**config.mk**
```make
export PLATFORM = sky130hd
export DESIGN_NAME = fwd_hazard_unit_flat
export DESIGN_NICKNAME = d
export VERILOG_FILES = /design/src/rtl/fwd_hazard_unit_pkg.sv /design/src/rtl/fwd_hazard_unit_if.sv /design/src/rtl/fwd_hazard_unit_fwd_sel.sv /design/src/rtl/fwd_hazard_unit.sv /design/src/flat_wrapper.sv
export SDC_FILE = /design/constraint.sdc
export NUM_CORES = 1
export LEC_CHECK = 0
export ABC_AREA = 1
export BUFFER_PORTS_ARGS = -buffer_cell sky130_fd_sc_hd__buf_2
export CORE_MARGIN = 1
export CORE_UTILIZATION = 60
export CTS_CLUSTER_SIZE = 28
export DETAILED_ROUTE_END_ITERATION = 10
export PLACE_DENSITY = 0.85
export SLEW_MARGIN = 15
export SYNTH_ARGS = -nofsm -noshare
export SYNTH_HDL_FRONTEND = slang
export SYNTH_SLANG_ARGS = --single-unit
```
**constraint.sdc**
```tcl
create_clock -name clk -period 1.6 [get_ports clk]
set_input_delay 0.08 -clock clk [delete_from_list [all_inputs] [get_ports clk]]
set_output_delay 0.08 -clock clk [all_outputs]
set_load 0.02 [all_outputs]
```
**src/rtl/fwd_hazard_unit_pkg.sv**
```systemverilog
// Shared forwarding types: select encodings for the EX operand mux3x1s and per-stage tag layouts.
package fwd_hazard_unit_pkg;

  localparam int REG_ADDR_W_DEF = 5;

  localparam logic [1:0] FWD_RF  = 2'b00;
  localparam logic [1:0] FWD_MEM = 2'b01;
  localparam logic [1:0] FWD_WB  = 2'b10;

  typedef struct packed {
    logic                      valid;
    logic [REG_ADDR_W_DEF-1:0] rd;
    logic                      regwrite;
    logic                      memread;
  } stage_tag_t;

  typedef struct packed {
    logic [REG_ADDR_W_DEF-1:0] rs1;
    logic [REG_ADDR_W_DEF-1:0] rs2;
    logic                      rs1_used;
    logic                      rs2_used;
  } ex_src_t;

  // True when the staged instruction will write register src.
  function automatic logic fwd_hit(input stage_tag_t t, input logic [REG_ADDR_W_DEF-1:0] src);
    return t.valid && t.regwrite && (t.rd == src);
  endfunction

endpackage

```
**src/rtl/fwd_hazard_unit_if.sv**
```systemverilog
// ID-stage request and forwarding/stall response bundle between the pipeline and fwd_hazard_unit.
interface fwd_hazard_unit_if
  import fwd_hazard_unit_pkg::*;
#(
  parameter int REG_ADDR_W = REG_ADDR_W_DEF
) ();

  logic                  id_valid;
  logic [REG_ADDR_W-1:0] id_rs1;
  logic [REG_ADDR_W-1:0] id_rs2;
  logic                  id_rs1_used;
  logic                  id_rs2_used;
  logic [REG_ADDR_W-1:0] id_rd;
  logic                  id_regwrite;
  logic                  id_memread;
  logic                  hold;
  logic                  flush;
  logic [1:0]            fwd_a_sel;
  logic [1:0]            fwd_b_sel;
  logic                  stall;
  logic                  bubble;

  modport master (
    output id_valid, id_rs1, id_rs2, id_rs1_used, id_rs2_used,
    output id_rd, id_regwrite, id_memread, hold, flush,
    input  fwd_a_sel, fwd_b_sel, stall, bubble
  );

  modport slave (
    input  id_valid, id_rs1, id_rs2, id_rs1_used, id_rs2_used,
    input  id_rd, id_regwrite, id_memread, hold, flush,
    output fwd_a_sel, fwd_b_sel, stall, bubble
  );

endinterface

```
**src/rtl/fwd_hazard_unit_fwd_sel.sv**
```systemverilog
// Operand select for one EX source: MEM result beats WB value, x0 and unread sources use the register file.
module fwd_sel_logic
  import fwd_hazard_unit_pkg::*;
#(
  parameter int REG_ADDR_W = REG_ADDR_W_DEF
) (
  input  logic                  ex_valid,
  input  logic [REG_ADDR_W-1:0] src,
  input  logic                  src_used,
  input  stage_tag_t            mem_tag,
  input  stage_tag_t            wb_tag,
  output logic [1:0]            sel
);

  always_comb begin
    sel = FWD_RF;
    if (ex_valid && src_used && (src != '0)) begin
      if (fwd_hit(mem_tag, src)) begin
        sel = FWD_MEM;
      end else if (fwd_hit(wb_tag, src)) begin
        sel = FWD_WB;
      end
    end
  end

endmodule

```
**src/rtl/fwd_hazard_unit.sv**
```systemverilog
// Shadow EX/MEM/WB tag pipeline driving operand forward selects (registered, 0 comb from ID) and
// a same-cycle load-use stall/bubble; hold freezes every tag, flush kills the instruction entering EX.
module fwd_hazard_unit
  import fwd_hazard_unit_pkg::*;
#(
  parameter int REG_ADDR_W = REG_ADDR_W_DEF
) (
  input  logic              clk,
  input  logic              rst,
  fwd_hazard_unit_if.slave  bus
);

  stage_tag_t ex_q;
  stage_tag_t mem_q;
  stage_tag_t wb_q;
  ex_src_t    ex_src_q;
  stage_tag_t id_tag;
  ex_src_t    id_src;
  logic       load_use;
  logic       insert_bubble;

  always_comb begin
    id_tag          = '0;
    id_tag.valid    = bus.id_valid;
    id_tag.rd       = bus.id_rd;
    id_tag.regwrite = bus.id_regwrite;
    id_tag.memread  = bus.id_memread;

    id_src          = '0;
    id_src.rs1      = bus.id_rs1;
    id_src.rs2      = bus.id_rs2;
    id_src.rs1_used = bus.id_rs1_used;
    id_src.rs2_used = bus.id_rs2_used;
  end

  // A load in EX only has its data after MEM, so a reader directly behind it must wait one cycle.
  always_comb begin
    load_use = 1'b0;
    if (bus.id_valid && ex_q.valid && ex_q.memread && ex_q.regwrite && (ex_q.rd != '0)) begin
      load_use = (bus.id_rs1_used && (bus.id_rs1 == ex_q.rd)) ||
                 (bus.id_rs2_used && (bus.id_rs2 == ex_q.rd));
    end
  end

  assign insert_bubble = load_use && !bus.flush && !bus.hold;
  assign bus.stall     = insert_bubble;
  assign bus.bubble    = insert_bubble;

  always_ff @(posedge clk or posedge rst) begin
    if (rst) begin
      ex_q     <= '0;
      mem_q    <= '0;
      wb_q     <= '0;
      ex_src_q <= '0;
    end else if (!bus.hold) begin
      wb_q     <= mem_q;
      mem_q    <= ex_q;
      ex_q     <= (insert_bubble || bus.flush) ? '0 : id_tag;
      ex_src_q <= id_src;
    end
  end

  fwd_sel_logic #(
    .REG_ADDR_W (REG_ADDR_W)
  ) u_sel_a (
    .ex_valid (ex_q.valid),
    .src      (ex_src_q.rs1),
    .src_used (ex_src_q.rs1_used),
    .mem_tag  (mem_q),
    .wb_tag   (wb_q),
    .sel      (bus.fwd_a_sel)
  );

  fwd_sel_logic #(
    .REG_ADDR_W (REG_ADDR_W)
  ) u_sel_b (
    .ex_valid (ex_q.valid),
    .src      (ex_src_q.rs2),
    .src_used (ex_src_q.rs2_used),
    .mem_tag  (mem_q),
    .wb_tag   (wb_q),
    .sel      (bus.fwd_b_sel)
  );

endmodule
```
**src/flat_wrapper.sv**
```systemverilog
// flat-port wrapper written by rule: the top's interface ports become plain ports
module fwd_hazard_unit_flat import fwd_hazard_unit_pkg::*;
#(
  parameter int REG_ADDR_W = REG_ADDR_W_DEF
)
  (clk, rst, bus_id_valid, bus_id_rs1, bus_id_rs2, bus_id_rs1_used, bus_id_rs2_used, bus_id_rd, bus_id_regwrite, bus_id_memread, bus_hold, bus_flush, bus_fwd_a_sel, bus_fwd_b_sel, bus_stall, bus_bubble);
  fwd_hazard_unit_if #(.REG_ADDR_W(REG_ADDR_W)) bus_i ();
  input  logic clk;
  input  logic rst;
  input wire logic [$bits(bus_i.id_valid)-1:0] bus_id_valid;
  input wire logic [$bits(bus_i.id_rs1)-1:0] bus_id_rs1;
  input wire logic [$bits(bus_i.id_rs2)-1:0] bus_id_rs2;
  input wire logic [$bits(bus_i.id_rs1_used)-1:0] bus_id_rs1_used;
  input wire logic [$bits(bus_i.id_rs2_used)-1:0] bus_id_rs2_used;
  input wire logic [$bits(bus_i.id_rd)-1:0] bus_id_rd;
  input wire logic [$bits(bus_i.id_regwrite)-1:0] bus_id_regwrite;
  input wire logic [$bits(bus_i.id_memread)-1:0] bus_id_memread;
  input wire logic [$bits(bus_i.hold)-1:0] bus_hold;
  input wire logic [$bits(bus_i.flush)-1:0] bus_flush;
  output wire logic [$bits(bus_i.fwd_a_sel)-1:0] bus_fwd_a_sel;
  output wire logic [$bits(bus_i.fwd_b_sel)-1:0] bus_fwd_b_sel;
  output wire logic [$bits(bus_i.stall)-1:0] bus_stall;
  output wire logic [$bits(bus_i.bubble)-1:0] bus_bubble;
  assign bus_i.id_valid = bus_id_valid;
  assign bus_i.id_rs1 = bus_id_rs1;
  assign bus_i.id_rs2 = bus_id_rs2;
  assign bus_i.id_rs1_used = bus_id_rs1_used;
  assign bus_i.id_rs2_used = bus_id_rs2_used;
  assign bus_i.id_rd = bus_id_rd;
  assign bus_i.id_regwrite = bus_id_regwrite;
  assign bus_i.id_memread = bus_id_memread;
  assign bus_i.hold = bus_hold;
  assign bus_i.flush = bus_flush;
  assign bus_fwd_a_sel = bus_i.fwd_a_sel;
  assign bus_fwd_b_sel = bus_i.fwd_b_sel;
  assign bus_stall = bus_i.stall;
  assign bus_bubble = bus_i.bubble;
  fwd_hazard_unit #(.REG_ADDR_W(REG_ADDR_W)) u_core (.clk(clk), .rst(rst), .bus(bus_i));
endmodule
```
### Word-level counts from Yosys, hierarchy flattened

Index checks and enable logic that the tools add are counted.

| storage, ports and cells | value |
|---|---|
| bits of input ports | 24 |
| register bits after elaboration | 34 |
| output and inout bits | 6 |
| word-level logic and storage cells | 53 |

| cells by class | value |
|---|---|
| mux-type cells | 8 |
| equality and inequality tests | 6 |
| reduce and logical (&&, ||, !) cells | 25 |

Operators with widths:

| cell | count |
|---|---|
| == test 5 bit | 6 |
| logical AND 1 bit | 18 |
| nonzero test 5 bit | 3 |
| 2-to-1 mux 2 bit | 6 |
| 2-to-1 mux 8 bit | 1 |
| logical NOT 1 bit | 2 |
| logical OR 1 bit | 2 |
| 2-to-1 mux 1 bit | 1 |

### Longest topological paths before layout

| logic depth | value |
|---|---|
| word-level depth | 9 |
| gate-level depth with buffers | 9 |

### Modules after synthesis

A second synthesis with hierarchy kept.

| second synthesis, totals | value |
|---|---|
| cell total of the unflattened synthesis | 326 |
| area, all modules | 2128.3 µm² |

By module, submodules not included:

| module | cells each | times used | area an instance (µm²) |
|---|---|---|---|
| fwd_hazard_unit | 216 | 1 | 1650.3 |
| fwd_sel_logic | 55 | 2 | 239.0 |

### Least setup slack after synthesis

OpenSTA, ideal clock, no wires.

| timing path | value |
|---|---|
| path kind | flip-flop to output port |
| start point | register u_core.ex_src_q[6] in the netlist's numbering |
| end point | output port bus_fwd_b_sel[1] |
| arrival time | 1.242 ns |
| data required time | 1.520 ns |
| setup slack | 0.278 ns |
| stages on the path, launching flop included | 5 |
| cell sequence | dfrtp_1 xor2_1 a21oi_1 nand3_1 nor3_1 |

| between the ends | value |
|---|---|
| cells in the longest elaborated chain, start to end | 5 |
| elaborated cells between the ends (all ways) | 9 |
| those cells by class | eq/ne: 2; mux: 3; reduce/logical: 4 |

Ends and longest elaborated chain:

| item | RTL line | text |
|---|---|---|
| start, declared | fwd_hazard_unit.sv:16 | `ex_src_t ex_src_q;` |
| start signal, assigned | fwd_hazard_unit.sv:59 | `ex_src_q <= id_src;` |
| == test 5 bit | fwd_hazard_unit_pkg.sv:26 | `return t.valid && t.regwrite && (t.rd == src);` |
| logical AND 1 bit | fwd_hazard_unit_pkg.sv:26 |  |
| 2-to-1 mux 2 bit | fwd_hazard_unit_fwd_sel.sv:20 | `end else if (fwd_hit(wb_tag, src)) begin` |
| 2-to-1 mux 2 bit | fwd_hazard_unit_fwd_sel.sv:18 | `if (fwd_hit(mem_tag, src)) begin` |
| 2-to-1 mux 2 bit * | fwd_hazard_unit_fwd_sel.sv:17 | `if (ex_valid && src_used && (src != '0)) begin` |
| end, declared | flat_wrapper.sv:21 | `output wire logic [$bits(bus_i.fwd_b_sel)-1:0] bus_fwd_b_sel;` |

Mark *: on every way between the ends. The rest lies on a longest branch, timed or not.

### Final worst setup path

| timing path | value |
|---|---|
| start point | register u_core.ex_q[3] in the netlist's numbering |
| end point | output port bus_bubble |

| between the ends | value |
|---|---|
| cells in the longest elaborated chain, start to end | 6 |
| elaborated cells between the ends (all ways) | 10 |
| those cells by class | eq/ne: 2; mux: 1; reduce/logical: 7 |

Ends and longest elaborated chain:

| item | RTL line | text |
|---|---|---|
| start, declared | fwd_hazard_unit.sv:13 | `stage_tag_t ex_q;` |
| start signal, assigned | fwd_hazard_unit.sv:58 | `ex_q <= (insert_bubble \|\| bus.flush) ? '0 : id_tag;` |
| == test 5 bit (on tied branches) | fwd_hazard_unit.sv:40, fwd_hazard_unit.sv:41 |  |
| logical AND 1 bit (on tied branches) | fwd_hazard_unit.sv:40, fwd_hazard_unit.sv:41 |  |
| logical OR 1 bit | fwd_hazard_unit.sv:40 | `load_use = (bus.id_rs1_used && (bus.id_rs1 == ex_q.rd)) \|\|` |
| 2-to-1 mux 1 bit * | fwd_hazard_unit.sv:39 | `if (bus.id_valid && ex_q.valid && ex_q.memread && ex_q.regwrite && (ex_q.rd != '0)) begin` |
| logical AND 1 bit * (2 in series) | fwd_hazard_unit.sv:45 | `assign insert_bubble = load_use && !bus.flush && !bus.hold;` |
| end, declared | flat_wrapper.sv:23 | `output wire logic [$bits(bus_i.bubble)-1:0] bus_bubble;` |

Marked as above.

==> impl_metrics.csv <==
group,metric,value,unit
critical_path,startpoint_type,"flop",
synth,avgSynthCellArea,7.54,um^2
synth,synth-seq-cells,34,
critical_path,worst_ep_required_time,1.52,ns
synth,synthesis.nets,268,
layout,layout.cells.non_filler,332,
timing,tightest_slew,0.423,ns
route,vias_per_cell,5.89,
die,start_util,0.651,
critical_path,cp.arrival,1.62,ns
pwr,power_density,813,nW/um^2
die,dieArea,3290,um^2
timing,fin_skew,0.00924,ns
place,dp_cells,299,
synth,synth-edff-count,0,
status,violations,"DRC, setup timing",
synth,synth_cells,244,
die,dieHeight,57.4,um
synth,async_reset_ff_frac,1.00,
place,port_buffers,29,
timing,final-setup-viol-count,5,
layout,seq_area,863,um^2
layout,final_cell_area,2400,um^2
layout,syn_to_final_growth,30.6,%
place,pre_cts_slack,0.295,ns
synth,syn_area,1840,um^2
timing,slew_violations,0,
grt,antenna_found_initial,0,
status,status,"finished with violations",
route,wirelength,5460,um
timing,totalNegativeSetupSlack,-0.240,ns
layout,utilization,0.850,
synth,synthTopCellsByArea,"dfrtp_1 (46%), nand2_1 (17%), o21ai_0 (5.4%), inv_1 (5.3%), nand3_1 (4.9%)",
pwr,leakagePower,1.24,nW
grt,grt_overflow_total,0,
clock_tree,h-tree-depth,2,
route,drt_pass1_iterations,8,
synth,synth_top_area_frac,0.462,
grt,grt_pass1_wl,8100,um
timing,slew_headroom,0.718,
clock_tree,cts-root-buf,"clkbuf_4",
synth,synthTopCellsByCount,"nand2_1 (81), dfrtp_1 (34), inv_1 (26), o21ai_0 (20), nand3_1 (18)",
layout,multi_input_area,928,um^2
clock_tree,cts_made_buffers,5,
route,ant_nets,0,
layout,drive_gt1_frac,0.316,
timing,fmax,587,MHz
place,place.gp.congestion,0.871,
synth,yosysMostFrequentCell,"nand2_1",
grt,grtUsageTotal,0.338,
die,core_area,2830,um^2
clock_tree,cts.sinks,34,
die,rows,19,
place,dp_hpwl,2920,um
timing,fin_ws,-0.103,ns
die,fp.dieW,57.4,um
hold_path,hold_class,"in -> reg",
layout,fillers,126,
run,drv_cap,0,
timing,finalHoldViolations,0,
route,route.detailed.drc,1,
timing,hold_ws,0.0368,ns
critical_path,path_max_fanout,5,
pwr,power.total,1.95,mW
layout,diodes,0,
synth,synth_top_area_cell,"dfrtp_1",
synth,yosysWarnings,0,
route,drt-wirelength-per-cell,16.4,um
critical_path,path_class,"reg -> out",
synth,ys.flop_type,"dfrtp_1",
clock_tree,clk_pin_slew,0.10,ns
die,ios,30,
clock_tree,cts_tree,"yes",
critical_path,crit_path_end_kind,"output port",
timing,rsz0062_at_grt,"yes",
clock_tree,worst_skew_pair.late_latency,0.34,ns
grt,grt_max_degree,50,
pwr,ir_drop,661,uV
clock_tree,clk_path_buf_depth,2,
synth,ys_types,22,
grt,first_global_vias,1730,
timing,fin_crit_sh,1.06,
route,drtIter0Drc,220,
layout,layout.nets,325,
place,placed_cell_area,2010,um^2
synth,yosysSeqAreaShare,0.462,
timing,finalCriticalPeriod,1.70,ns
route,vias,1956,
[kinds of logic after synthesis]
family                 after synthesis  synth area share
AND/OR/NAND/NOR                    131             0.303
flip-flops                          34             0.462
XOR/XNOR                            10            0.0476
AO/OA/AOI/OAI                       28            0.0802
multiplexers                         4            0.0245
buffers and inverters               37            0.0829
[power by group]
group / internal (mW) / switching, mW / total, mW / leakage, nW
logic: 0.210 / 0.250 / 0.461 / 0.793
registers: 0.944 / 0.103 / 1.05 / 0.417
clock network: 0.166 / 0.280 / 0.446 / 0.0254
total: 1.32 / 0.634 / 1.95 / 1.24
[worst max-delay path: stages, from the launching register on]
cell and delay (ns):
dfrtp_2 0.46, nand2_1 0.11, nand2_1 0.08, nor2_1 0.15, nand3_1 0.12, nand2_2 0.10
nand2_4 0.06, inv_4 0.07, buf_6 0.11
[metal layers]
layer / track usage / vias up / part of all wire
li1: - / 887 / -
met1: 0.434 / 894 / 0.39
met2: 0.542 / 142 / 0.46
met3: 0.0862 / 33 / 0.10
met4: 0.146 / 0 / 0.041
met5: 0 / - / 0
[placed cells by master (no fill, tap or decap), types with 2 or more instances in the layout]
cell | synthesis | layout
buf_4 | 1 | 16
dfrtp_1 | 34 | 24
nand4_1 | 2 | 2
o2111ai_2 | 0 | 2
nor3_2 | 0 | 2
buf_2 | 2 | 26
a21oi_2 | 0 | 3
buf_6 | 1 | 2
clkbuf_1 | 3 | 2
nor2_1 | 17 | 14
inv_1 | 26 | 22
a21oi_1 | 6 | 3
xnor2_1 | 5 | 2
clkbuf_4 | 0 | 5
o21ai_0 | 20 | 20
inv_2 | 4 | 7
mux2_2 | 4 | 4
dfrtp_2 | 0 | 10
xnor2_2 | 0 | 3
nor3_1 | 8 | 6
dlygate4sd3_1 | 0 | 12
nand2_2 | 2 | 6
nand3_1 | 18 | 17
nor2_2 | 1 | 3
xor2_1 | 5 | 5
nand2_1 | 81 | 76
[cell type report]
class,count,area share
clock buffers,7,0.0187
repair buffers,57,0.172
inverters,30,0.0479
flip-flops and latches,34,0.359
multi-input cells,173,0.386
well taps,31,0.0161
[sequential cells by signal (all words and copies together), names as in the netlist]
register         cells
u_core.ex_src_q     12
u_core.ex_q          8
u_core.mem_q         7
u_core.wb_q          7
[final timing paths]
path,slack [ns],cells after the start,endpoint,startpoint
hold / removal,0.04,3,u_core.ex_src_q[11],bus_id_rs1[4]
hold reg to reg,0.50,2,u_core.wb_q[7],u_core.wb_q[7]
min in group asynchronous,0.40,4,u_core.ex_q[5],rst
setup / recovery,-0.10,8,bus_bubble,u_core.ex_q[3]
max in group asynchronous,0.87,4,u_core.ex_src_q[4],rst
setup reg to reg,0.08,9,u_core.ex_q[6],u_core.ex_q[3]
[timing repair]
item                                    CTS  global route
endpoints found under the setup margin    4             6
hold buffers                             12             0
pin swaps                                 6            17
endpoints found under the hold margin    45             0
gates cloned                              0             0
resized for setup                         8            33
buffers inserted                          3            11
Note: power is estimated with default switching activity, not from simulation.
